<file path="src/rtl/dec_dispatch_ctrl.sv">
// Dispatch scheduler: accepts decode ways in program order into two RSs,
// tracking free entries with credits and halting on illegal instructions.
module dec_dispatch_ctrl #(
    parameter int RS0_DEPTH = 8,
    parameter int RS1_DEPTH = 8,
    localparam int CW = $clog2((RS0_DEPTH > RS1_DEPTH ? RS0_DEPTH : RS1_DEPTH) + 1)
) (
    input  logic          clock,
    input  logic          reset_n,
    input  logic [1:0]    dec_valid_i,
    input  logic [1:0]    dec_rs_id_i,
    input  logic [1:0]    dec_illegal_i,
    output logic [1:0]    dec_accept_o,
    input  logic [1:0]    rs0_ret_i,
    input  logic [1:0]    rs1_ret_i,
    input  logic          flush_i,
    output logic [1:0]    disp_valid_o,
    output logic [1:0]    disp_rs_id_o,
    output logic          exc_valid_o,
    output logic          exc_way_o,
    output logic [CW-1:0] rs0_credit_o,
    output logic [CW-1:0] rs1_credit_o,
    output logic [31:0]   stall_cnt_o
);

    localparam int RW = CW + 2;
    localparam logic signed [RW-1:0] MAX0 = RW'(RS0_DEPTH);
    localparam logic signed [RW-1:0] MAX1 = RW'(RS1_DEPTH);

    typedef enum logic {RUN, EXC} state_t;

    state_t state, state_next;
    logic a0, a1, hit, hit_way;
    logic [CW-1:0] cr_w0, cr_w1;
    logic [1:0] use0, use1;
    logic signed [RW-1:0] raw0, raw1;
    logic [CW-1:0] next0, next1;

    assign cr_w0 = dec_rs_id_i[0] ? rs1_credit_o : rs0_credit_o;
    assign cr_w1 = dec_rs_id_i[1] ? rs1_credit_o : rs0_credit_o;

    always_comb begin
        state_next = state;
        a0 = 1'b0;
        a1 = 1'b0;
        hit = 1'b0;
        hit_way = 1'b0;
        if (flush_i) begin
            state_next = RUN;
        end else begin
            unique case (state)
                RUN: begin
                    a0 = dec_valid_i[0] & ~dec_illegal_i[0] & (cr_w0 >= CW'(1));
                    // way1 sees one fewer credit when it shares way0's RS
                    a1 = a0 & dec_valid_i[1] & ~dec_illegal_i[1] &
                         (cr_w1 >= ((dec_rs_id_i[1] == dec_rs_id_i[0]) ? CW'(2) : CW'(1)));
                    if (dec_valid_i[0] & dec_illegal_i[0]) begin
                        hit = 1'b1;
                    end else if (a0 & dec_valid_i[1] & dec_illegal_i[1]) begin
                        hit = 1'b1;
                        hit_way = 1'b1;
                    end
                    if (hit) state_next = EXC;
                end
                EXC: ;
                default: state_next = RUN;
            endcase
        end
    end

    assign dec_accept_o = {a1, a0};

    assign use0 = {1'b0, a0 & ~dec_rs_id_i[0]} + {1'b0, a1 & ~dec_rs_id_i[1]};
    assign use1 = {1'b0, a0 & dec_rs_id_i[0]} + {1'b0, a1 & dec_rs_id_i[1]};

    assign raw0 = $signed({2'b00, rs0_credit_o}) + $signed({{CW{1'b0}}, rs0_ret_i})
                - $signed({{CW{1'b0}}, use0});
    assign raw1 = $signed({2'b00, rs1_credit_o}) + $signed({{CW{1'b0}}, rs1_ret_i})
                - $signed({{CW{1'b0}}, use1});

    always_comb begin
        next0 = raw0[CW-1:0];
        next1 = raw1[CW-1:0];
        if (raw0 < 0) next0 = '0;
        else if (raw0 > MAX0) next0 = CW'(RS0_DEPTH);
        if (raw1 < 0) next1 = '0;
        else if (raw1 > MAX1) next1 = CW'(RS1_DEPTH);
    end

    always_ff @(posedge clock or negedge reset_n) begin
        if (!reset_n) begin
            state        <= RUN;
            rs0_credit_o <= CW'(RS0_DEPTH);
            rs1_credit_o <= CW'(RS1_DEPTH);
            disp_valid_o <= '0;
            disp_rs_id_o <= '0;
            exc_valid_o  <= 1'b0;
            exc_way_o    <= 1'b0;
            stall_cnt_o  <= '0;
        end else begin
            state        <= state_next;
            disp_valid_o <= {a1, a0};
            disp_rs_id_o <= dec_rs_id_i;
            if (flush_i) begin
                rs0_credit_o <= CW'(RS0_DEPTH);
                rs1_credit_o <= CW'(RS1_DEPTH);
                exc_valid_o  <= 1'b0;
                exc_way_o    <= 1'b0;
            end else begin
                rs0_credit_o <= next0;
                rs1_credit_o <= next1;
                if (hit) begin
                    exc_valid_o <= 1'b1;
                    exc_way_o   <= hit_way;
                end
            end
            if (state == RUN && !flush_i && dec_valid_i[0] && !dec_illegal_i[0] &&
                !a0 && stall_cnt_o != '1) begin
                stall_cnt_o <= stall_cnt_o + 32'd1;
            end
        end
    end

    // Credits outside [0,DEPTH] mean the RS or upstream miscounted
    a_rs0_range: assert property (@(posedge clock) disable iff (!reset_n)
        flush_i || (raw0 >= 0 && raw0 <= MAX0));
    a_rs1_range: assert property (@(posedge clock) disable iff (!reset_n)
        flush_i || (raw1 >= 0 && raw1 <= MAX1));

endmodule
</file>
<file path="config.mk">
export PLATFORM = sky130hd
export DESIGN_NAME = dec_dispatch_ctrl
export DESIGN_NICKNAME = d
export VERILOG_FILES = /design/src/rtl/dec_dispatch_ctrl.sv
export SDC_FILE = /design/constraint.sdc
export NUM_CORES = 1
export LEC_CHECK = 0
export BUFFER_PORTS_ARGS = -buffer_cell sky130_fd_sc_hd__buf_2
export CAP_MARGIN = 40
export CORE_AREA = 4 4 81 83
export DETAILED_ROUTE_END_ITERATION = 12
export DIE_AREA = 0 0 85 87
export PLACE_DENSITY = 0.69
export SKIP_LAST_GASP = 1
export SYNTH_ARGS = -nofsm -noshare
export SYNTH_HDL_FRONTEND = slang
export SYNTH_SLANG_ARGS = --single-unit
</file>
<file path="constraint.sdc">
create_clock -name clock -period 5.2 [get_ports clock]
set_input_delay 0.78 -clock clock [delete_from_list [all_inputs] [get_ports clock]]
set_output_delay 0.78 -clock clock [all_outputs]
set_load 0.01 [all_outputs]
</file>
After elaboration in Yosys (flattened, before gate mapping)
Cells that the tools add are included.
Word-level totals
  flip-flop bits (word level): 47
  input port bits: 13
Cells by class
  $add $sub $neg: 7
  $lt $le $gt $ge: 6
  equality and inequality tests: 2
  mux-type cells: 28
  bitwise gates (word level): 16
  reductions and logical operators: 9
Operator list (count)
  32-bit by 1-bit adder with 32-bit output (second input constant): 1
  4-bit 2-to-1 mux: 8
  32-bit != test (second input constant): 1
  1-bit 2-to-1 mux: 19
  6-bit by 5-bit > comparator with 1-bit output (second input constant): 2
  6-bit by 1-bit less-than comparator with 1-bit output (second input constant): 2
  5-bit by 2-bit subtractor with 6-bit output: 2
  1-bit AND: 11
  4-bit by 2-bit adder with 5-bit output: 2
  1-bit logical AND: 5
  1-bit inverter: 5
  1-bit by 1-bit adder with 2-bit output: 2
  4-bit by 1-bit greater-or-equal comparator with 1-bit output (second input constant): 1
  4-bit by 2-bit greater-or-equal comparator with 1-bit output: 1
  1-bit zero test: 3
  2-bit 2-to-1 mux: 1
  2-bit nonzero test: 1
  1-bit equality test: 1

Depth between registers and ports, before layout
Gate-level depths: netlist of the first run.
  depth after elaboration: 15
  mapped depth: 19
  mapped depth without buffers: 18

Worst setup path before layout of the first run
No wires, ideal clock.
  path kind: in2reg
  start point: input dec_rs_id_i[1]
  end point: register rs0_credit_o[2]
  library setup time: 0.072 ns
  arrival time: 4.145 ns
  slack: 0.983 ns
  stages: 18
  path buffers: 1
  cells stage by stage: clkbuf_1 -> xor2_1 -> ha_1 -> o21ai_0 -> o2111ai_1 -> nand4b_1 -> nor2_1 -> fa_1 -> fa_1 -> inv_1 -> ha_1 -> inv_1 -> fa_1 -> nand2b_1 -> a21oi_1 -> or3_1 -> o2111ai_1 -> nor2_1
On the way
  cells in the longest elaborated chain, start to end: 13
  elaborated cells between the ends (all ways): 16
  classes of those cells: add/sub: 2; order compare: 3; eq/ne: 1; mux: 7; bitwise: 3
RTL lines
  start, declared: RTL line 11  | input logic [1:0] dec_rs_id_i,
  1-bit equality test: RTL line 56  | (cr_w1 >= ((dec_rs_id_i[1] == dec_rs_id_i[0]) ? CW'(2) : CW'(1)));
  2-bit 2-to-1 mux: RTL line 56
  4-bit by 2-bit greater-or-equal comparator with 1-bit output: RTL line 56
  1-bit AND: RTL line 55  | a1 = a0 & dec_valid_i[1] & ~dec_illegal_i[1] &
  1-bit 2-to-1 mux: RTL line 51  | unique case (state)
  1-bit 2-to-1 mux: RTL line 48  | if (flush_i) begin
  1-bit AND (*): RTL line 73  | assign use0 = {1'b0, a0 & ~dec_rs_id_i[0]} + {1'b0, a1 & ~dec_rs_id_i[1]};
  1-bit by 1-bit adder with 2-bit output (*): RTL line 73
  5-bit by 2-bit subtractor with 6-bit output (*): RTL line 77  | - $signed({{CW{1'b0}}, use0});
  6-bit by 5-bit > comparator with 1-bit output: RTL line 85  | else if (raw0 > MAX0) next0 = CW'(RS0_DEPTH);
  4-bit 2-to-1 mux: RTL line 85
  4-bit 2-to-1 mux (*): RTL line 84  | if (raw0 < 0) next0 = '0;
  4-bit 2-to-1 mux (*): RTL line 104  | if (flush_i) begin
  end signal, assigned: RTL line 93  | rs0_credit_o <= CW'(RS0_DEPTH);
  end signal, assigned: RTL line 105  | rs0_credit_o <= CW'(RS0_DEPTH);
  end signal, assigned: RTL line 110  | rs0_credit_o <= next0;
  end, declared: RTL line 21  | output logic [CW-1:0] rs0_credit_o,
Every way passes the cells marked *; elsewhere a longest branch is shown, timed or not.
A chain may end at the register's enable or synchronous reset.

Worst setup path after layout of the first run
  start point: register rs0_credit_o[3]
  end point: register rs1_credit_o[1]
On the way
  cells in the longest elaborated chain, start to end: 15
  elaborated cells between the ends (all ways): 21
  classes of those cells: add/sub: 2; order compare: 4; mux: 9; bitwise: 6
RTL lines
  4-bit 2-to-1 mux: RTL line 39  | assign cr_w0 = dec_rs_id_i[0] ? rs1_credit_o : rs0_credit_o;
  4-bit by 1-bit greater-or-equal comparator with 1-bit output: RTL line 53  | a0 = dec_valid_i[0] & ~dec_illegal_i[0] & (cr_w0 >= CW'(1));
  1-bit AND: RTL line 53
  1-bit AND (3 in a row): RTL line 55
  1-bit 2-to-1 mux: RTL line 51
  1-bit 2-to-1 mux: RTL line 48
  1-bit AND: RTL line 74  | assign use1 = {1'b0, a0 & dec_rs_id_i[0]} + {1'b0, a1 & dec_rs_id_i[1]};
  1-bit by 1-bit adder with 2-bit output (*): RTL line 74
  5-bit by 2-bit subtractor with 6-bit output (*): RTL line 79  | - $signed({{CW{1'b0}}, use1});
  6-bit by 5-bit > comparator with 1-bit output: RTL line 87  | else if (raw1 > MAX1) next1 = CW'(RS1_DEPTH);
  4-bit 2-to-1 mux: RTL line 87
  4-bit 2-to-1 mux (*): RTL line 86  | if (raw1 < 0) next1 = '0;
  4-bit 2-to-1 mux (*): RTL line 104
  end signal, assigned: RTL line 94  | rs1_credit_o <= CW'(RS1_DEPTH);
  end signal, assigned: RTL line 106  | rs1_credit_o <= CW'(RS1_DEPTH);
  end signal, assigned: RTL line 111  | rs1_credit_o <= next1;
  end, declared: RTL line 22  | output logic [CW-1:0] rs1_credit_o,
Marked as above.

==> flow_summary.yaml, run 1 <==
run_status:
  run_status: "finished clean"
layout:
  antenna_cells: 0
  regArea_sq_um: 1179
  fraction_of_final_layout_cells_sized_beyond_drive_strength_1: 0.2471
  postLayoutCellArea_sq_um: 3366
  area_growth_syn_to_layout_pct: 16.85
  multi_input_comb_area_sq_um: 1534
  filler_cell_count: 540
  design.final.nets: 383
synth:
  yosysWarnings: 0
  yosys_register_bits: 47
  post-synth-top-count-cell: "dfrtp_1"
  synth_fp_nets: 322
  synth_area_per_cell_sq_um: 10.07
  synth.area.top_cells: "dfrtp_1 (39%), xnor2_1 (8.5%), ha_1 (7.4%), inv_1 (4.4%), fa_1 (4.2%)"
  syn_inst: 286
  netlist_area_sq_um: 2880
  postSynth.topFlopCell: "dfrtp_1"
  yosysTopAreaCell: "dfrtp_1"
  ys_async_sr_fraction: 1.000
  synth.distinct_cells: 48
  synth_top_cells_by_count: "dfrtp_1 (45), inv_1 (34), xnor2_1 (28)"
  synth-edff-count: 0
  netlist.area_leader.share: 0.3910
  synth_sequential_area_ratio: 0.4092
power_and_ir_drop:
  irDropWorstVdd_mv: 0.1768
  fin_total_pwr_uw: 704.7
  static_leakage_nw: 1.695
  power_density_nw_per_um2: 209.4
setup_path:
  critical-path-top-cell-by-count: "fa_1"
  critical_path_arrival_ns: 4.51
  critical_path_cell_by_cell: "nor4_2 -> mux2i_2 -> and2_1 -> nand4b_1 -> nor2_1 -> fa_1 -> fa_1 -> inv_1 -> ha_1 -> inv_1 -> fa_1 -> nand2b_1 -> a21oi_1 -> or3_1 -> o2111ai_1 -> nor2_1"
  worst_setup_path_end_kind: "register"
  start_kind: "register"
  worstSetupPathType: "register to register"
  critPathRequiredTime_ns: 5.43
  cp_slowest_cell: "dfstp_2"
  timing.critical_path.fanout_max: 10
  crit_path_start: "rs0_credit_o[3]$_DFF_PN1_"
  worst_r2r_startpoint: "rs0_credit_o[3]$_DFF_PN1_"
  crit_path_largest_cell_delay_ns: 0.63
clocking:
  postCtsHoldBufs: 0
  cts-htree-levels: 2
  cts_resized: 0
  cts_num_sinks: 47
  post_cts_buffers: 0
  clk_pin_slew_worst_paths_ns: 0.09
  clock_latency_reported_for_the_late_side_of_the_worst_skew_pair_ns: 0.30
  numCtsBuffers: 5
  cts_root_buf: "clkbuf_8"
  cts_tree: "done"
  longest_clk_path_bufs: 2
route:
  routedLengthMet1_um: 2959
  route.detailed.wl_per_inst_um: 14.39
  met2_length_um: 2774
  firstDrtPassIters: 4
  postRouteWirelength_um: 6086
  drt.antenna.violating_nets: 0
  detailroute.wirelength.met3_um: 268
  detail_route.iter0.violations: 162
  remaining_drc_errors: 0
  via_per_inst: 5.454
  num_vias: 2307
  route.top_layer_used: "met4"
timing:
  clock.fmax_mhz: 233.7
  finalCriticalPeriod_ns: 4.279
  setup_total_negative_slack_ns: 0
  timing.final.crit_share: 0.8230
  finalHoldViolations: 0
  max_slew.worst_pin.slew_ns: 0.7357
  timing.final.max_slew_violations: 0
  rsz_0062_raised_after_global_routing: "no"
  max_clock_skew_ns: 0.008367
  setup-violations-final: 0
  timing.max_slew.rel_slack: 0.5077
  final.hold.worst_slack_ns: 0.3844
floorplanning:
  design.portCount: 61
  floorplan.die_area_sq_um: 7395
  fp.dieW_um: 85
  floorplan.core_area_sq_um: 5851
  initial_core_util: 0.4923
  fp.dieH_um: 87
  placementRows: 28
hold_path:
  worstHoldPathType: "input pin to asynchronous set/reset pin"
grt:
  globalRouteOverflowTotal: 0
  grt_max_degree: 34
  grt_first_pass_wirelength_um: 10380
  overall_routing_resource_usage: 0.1734
  grt_antenna_before_repair: 0
  first_global_vias: 2203
placed_design:
  place_hpwl_um: 4728
  gp_routability_congestion: 0.8647
  buffer_ports.inserted: 60
  detailed_place.area_sq_um: 3262
run:
  drv.max_cap_violation_count: 0
[layout by cell type (no fill, tap or decap), drive strengths merged, types with 3 or more instances in the layout]
cell type	synthesis	routed
buf	4	62
dfrtp	45	45
inv	34	34
xnor2	28	28
nor2	20	20
ha	17	17
nand4	15	15
nand2	13	13
nand3	12	12
xor2	10	10
a21oi	10	10
clkbuf	4	7
nor4	7	7
nand4b	6	6
fa	6	6
and3	6	6
o21ai	5	5
nor3	4	4
o2111ai	3	3
nor2b	3	3
nand3b	3	3
nor4b	3	3
[layer usage]
layer | global-route usage | up-vias
li1 | - | 1112
met1 | 0.2426 | 1133
met2 | 0.2669 | 53
met3 | 0.04163 | 9
met4 | 0.05468 | 0
met5 | 0 | -
[flip-flops by register name, summed over array words and instances, names as in the netlist]
register      flops
stall_cnt_o      32
rs0_credit_o      4
rs1_credit_o      4
disp_rs_id_o      2
disp_valid_o      2
exc_valid_o       1
exc_way_o         1
state             1
[worst max-delay path: cells and delay by family (launching register included)]
| kind | cells | cell delay (ns) |
|---|---|---|
| DFF | 1 | 0.63 |
| and+or+nand+nor | 7 | 1.15 |
| AOI/OAI and AO/OA | 2 | 0.32 |
| buffers and inverters | 2 | 0.12 |
| adders and majority gates | 4 | 1.44 |
| muxes | 1 | 0.55 |
[layout make-up]
cell class,count,share of cell area
Clock buffer,7,0.02862
Timing Repair Buffer,62,0.09740
Sequential cell,47,0.3502
Tap cell,75,0.02788
Inverter,34,0.03792
Clock inverter,1,0.002230
Multi-Input combinational cell,197,0.4558
[where the power goes]
group / internal (mW) / total [mW] / switching (mW)
registers: 0.373 / 0.381 / 0.00778
logic: 0.0345 / 0.0814 / 0.0469
clock network: 0.121 / 0.243 / 0.122
[metrics by stage]
| step | cells | worst slack (ns) | utilization |
|---|---|---|---|
| finish | 423 | 0.9206 | 0.5753 |
| global route | 423 | 0.6048 | 0.5753 |
| CTS | 423 | 0.9412 | 0.5753 |
| detailed placement | 415 | 0.6374 | 0.5575 |
| global placement | 414 | 0.7194 | 0.5541 |
| floorplan | 286 | 0.9831 | - |
[path summary, 6_finish.rpt]
path                       slack [ns]  cells past startpoint                          end
setup / recovery                 0.92                     16    rs1_credit_o[1]$_DFF_PN0_
hold / removal                   0.38                      1    disp_valid_o[1]$_DFF_PN0_
setup reg to reg                 0.92                     16    rs1_credit_o[1]$_DFF_PN0_
hold reg to reg                  0.49                      1  stall_cnt_o[10]$_DFFE_PN0P_
max in group asynchronous        4.25                      2    rs0_credit_o[3]$_DFF_PN1_
min in group clock               0.49                      1  stall_cnt_o[10]$_DFFE_PN0P_
[cell families (layout without fill, tap and decap cells)]
kind of cell / Yosys count / count (layout) / share of synthesized area
AND/OR/NAND/NOR: 107 / 107 / 0.2255
flip-flops: 47 / 47 / 0.4092
buffers and inverters: 42 / 104 / 0.05821
XOR/XNOR: 38 / 38 / 0.1156
AO/OA/AOI/OAI: 26 / 26 / 0.06386
adder cells (fa/ha/maj): 23 / 23 / 0.1156
multiplexers: 3 / 3 / 0.01216
Note: power is estimated with default switching activity, not from simulation.
==> run 2: changes to the inputs <==
--- a/config.mk
+++ b/config.mk
@@ -5,12 +5,13 @@
 export SDC_FILE = /design/constraint.sdc
 export NUM_CORES = 1
 export LEC_CHECK = 0
+export ABC_AREA = 1
 export BUFFER_PORTS_ARGS = -buffer_cell sky130_fd_sc_hd__buf_2
 export CAP_MARGIN = 40
-export CORE_AREA = 4 4 81 83
+export CORE_AREA = 4 4 89 91
 export DETAILED_ROUTE_END_ITERATION = 12
-export DIE_AREA = 0 0 85 87
-export PLACE_DENSITY = 0.69
+export DIE_AREA = 0 0 93 95
+export PLACE_DENSITY = 0.67
 export SKIP_LAST_GASP = 1
 export SYNTH_ARGS = -nofsm -noshare
 export SYNTH_HDL_FRONTEND = slang
==> constraint.sdc (replaced) <==
create_clock -name clock -period 4 [get_ports clock]
set_input_delay 0.6 -clock clock [delete_from_list [all_inputs] [get_ports clock]]
set_output_delay 0.6 -clock clock [all_outputs]
set_load 0.01 [all_outputs]
==> run 2 against run 1 <==
  * Worst hold slack lost 0.20 ns
  * Utilization shrank 1.7 points
  * Routed wire length grew 39%
  * Largest cell class unchanged
  * Global-route usage grew 3.3 points
  * Non-clock buffer count grew 5
  * Final area grew 18%
==> flow_summary.yaml, run 2 <==
run_status:
  run_status: "finished clean"
setup_path:
  start_kind: "input pin"
  timing.critical_path.fanout_max: 6
  crit_cells: 17
  timing.reg2reg.worst_path_depth: 18
  worstSetupPathType: "input pin to register"
  crit_path_start: "dec_rs_id_i[1]"
  critical_path_arrival_ns: 3.96
  critPathRequiredTime_ns: 4.23
  critical-path-top-cell-by-count: "fa_1"
  crit_path_largest_cell_delay_ns: 0.52
  timing.critical_path.max_delay_family: "adder cells"
  critical_path.n_buffers_inverters: 3
  critical_path_cell_by_cell: "buf_2 -> xor2_1 -> ha_1 -> o21ai_1 -> nand3b_1 -> nand4_1 -> nor2_1 -> fa_1 -> fa_1 -> inv_1 -> ha_1 -> inv_1 -> fa_1 -> o21ai_1 -> xor2_1 -> o21ai_2 -> nor3_2"
  cp_slowest_cell: "fa_1"
  worst_r2r_startpoint: "rs1_credit_o[3]$_DFF_PN1_"
  worst_setup_path_end_kind: "register"
clocking:
  cts_root_buf: "clkbuf_8"
  postCtsHoldBufs: 0
  longest_clk_path_bufs: 2
  numCtsBuffers: 5
  cts_tree: "done"
  clk_pin_slew_worst_paths_ns: 0.09
  cts_num_sinks: 47
  cts-htree-levels: 2
  clock_latency_reported_for_the_late_side_of_the_worst_skew_pair_ns: 0.30
route:
  drt.antenna.violating_nets: 0
  firstDrtPassIters: 4
  num_vias: 3241
  via_per_inst: 4.888
  route.detailed.wl_per_inst_um: 12.73
  remaining_drc_errors: 0
  postRouteWirelength_um: 8443
  detail_route.iter0.violations: 150
layout:
  area_growth_syn_to_layout_pct: 15.18
  fraction_of_final_layout_cells_sized_beyond_drive_strength_1: 0.1809
  filler_cell_count: 745
  largest_register: "stall_cnt_o"
  layout_top_registers: "stall_cnt_o (32), rs0_credit_o (4), rs1_credit_o (4)"
  antenna_cells: 0
  mostFrequentLayoutCell: "nand2_1"
  design.final.nets: 599
  layout.cells.most_common_list: "nand2_1 (196), inv_1 (68), buf_2 (60)"
  largest_reg_flops: 32
  finalNonFillerCells: 663
timing:
  setup_total_negative_slack_ns: 0
  finalCriticalPeriod_ns: 3.727
  timing.max_slew.rel_slack: 0.6810
  clock.fmax_mhz: 268.3
  finalHoldViolations: 0
  max_clock_skew_ns: 0.009243
  setup-violations-final: 0
  timing.final.max_slew_violations: 0
  max_slew.worst_pin.slew_ns: 0.4778
  final.hold.worst_slack_ns: 0.1856
  timing.final.crit_share: 0.9317
run:
  drv.max_cap_violation_count: 0
grt:
  grt_antenna_before_repair: 0
  first_global_vias: 3241
  grt_max_degree: 37
  grt_first_pass_wirelength_um: 14710
  globalRouteOverflowTotal: 0
  overall_routing_resource_usage: 0.2066
power_and_ir_drop:
  power_density_nw_per_um2: 391.8
  seq_power_share: 0.381
  static_leakage_nw: 2.118
  total_switching_power_uw: 613.7
  fin_total_pwr_mw: 1.562
  internal_power_uw: 948.1
  pwr-share-clk: 0.205
  irDropWorstVdd_mv: 0.2975
  pwr-share-comb: 0.414
  sw_frac_of_total: 0.3929
synth:
  netlist.area_leader.share: 0.3254
  synth_fp_nets: 534
  synth_sequential_area_ratio: 0.3406
  ys_async_sr_fraction: 1.000
  yosysWarnings: 0
  synth.distinct_cells: 31
  syn_inst: 498
  synth_top_cells_by_count: "nand2_1 (196), inv_1 (68), nor2_1 (47)"
  yosys_register_bits: 47
  post-synth-top-count-cell: "nand2_1"
  yosysTopAreaCell: "dfrtp_1"
  netlist_area_sq_um: 3461
  postSynth.topFlopCell: "dfrtp_1"
  synth_area_per_cell_sq_um: 6.949
  synth.area.top_cells: "dfrtp_1 (33%), nand2_1 (21%), inv_1 (7.4%), ha_1 (6.1%), nor2_1 (5.1%)"
  synth-edff-count: 0
placed_design:
  placed_cells: 654
  gp_routability_congestion: 0.9233
  buffer_ports.inserted: 60
  place_hpwl_um: 6729
floorplanning:
  design.portCount: 61
  placementRows: 31
  fp.dieH_um: 95
  floorplan.die_area_sq_um: 8835
  fp.dieW_um: 93
  floorplan.core_area_sq_um: 7137
  initial_core_util: 0.4849
hold_path:
  worstHoldPathType: "input pin to asynchronous set/reset pin"
run 2: final timing paths:
check	end	slack, ns
max	rs1_credit_o[1]$_DFF_PN0_	0.27
min	stall_cnt_o[0]$_DFFE_PN0P_	0.19
max reg2reg	rs1_credit_o[1]$_DFF_PN0_	0.31
min reg2reg	exc_valid_o$_DFFE_PN0P_	0.52
max in group asynchronous	rs0_credit_o[3]$_DFF_PN1_	3.25
min in group clock	exc_valid_o$_DFFE_PN0P_	0.49
run 2: power groups by stage:
stage	clock network [mW]	registers, mW	logic, mW
finish	0.321	0.595	0.646
CTS	0.329	0.595	0.605
detailed placement	0	0.603	0.599
floorplan	0	0.614	0.403
global route	0.348	0.603	0.735
global placement	0	0.604	0.562
run 2: logic make-up after synthesis:
logic type	share of synthesized area
xor+xnor	0.05568
flops	0.3406
buf+inv	0.1009
fa+ha+maj	0.09617
simple gates	0.3774
compound gates	0.02928
run 2: metrics by stage:
stage                     setup slack (ns)    util  cell area [sq um]
after global routing              -0.01101  0.5586               3986
after detailed placement           -0.1764  0.5408               3860
after global placement             0.05056  0.5380               3840
after floorplan                    0.02235       -               3461
after CTS                           0.1049  0.5549               3960
final                               0.2734  0.5586               3986
run 2: final cells by class:
| cell class | instances | area, sq um | area share |
|---|---|---|---|
| well taps | 99 | 123.9 | 0.03107 |
| clock buffers | 8 | 100.1 | 0.02511 |
| repair buffers | 67 | 365.4 | 0.09165 |
| inverters | 71 | 266.5 | 0.06686 |
| flip-flops and latches | 47 | 1179 | 0.2957 |
| multi-input cells | 371 | 1952 | 0.4896 |
run 2: repair_timing:
action                                  4_1_cts  5_1_grt
endpoints found under the setup margin        0        8
resized for setup                             0        9
buffers inserted                              0        1
hold endpoints to repair                      0        0
run 2: routing by layer:
layer  GRT usage  share of wire  up-vias
li1            -              -     1644
met1      0.2489           0.43     1494
met2      0.3743           0.50       85
met3     0.03028          0.035       18
met4     0.07448          0.028        0
met5           0              0        -
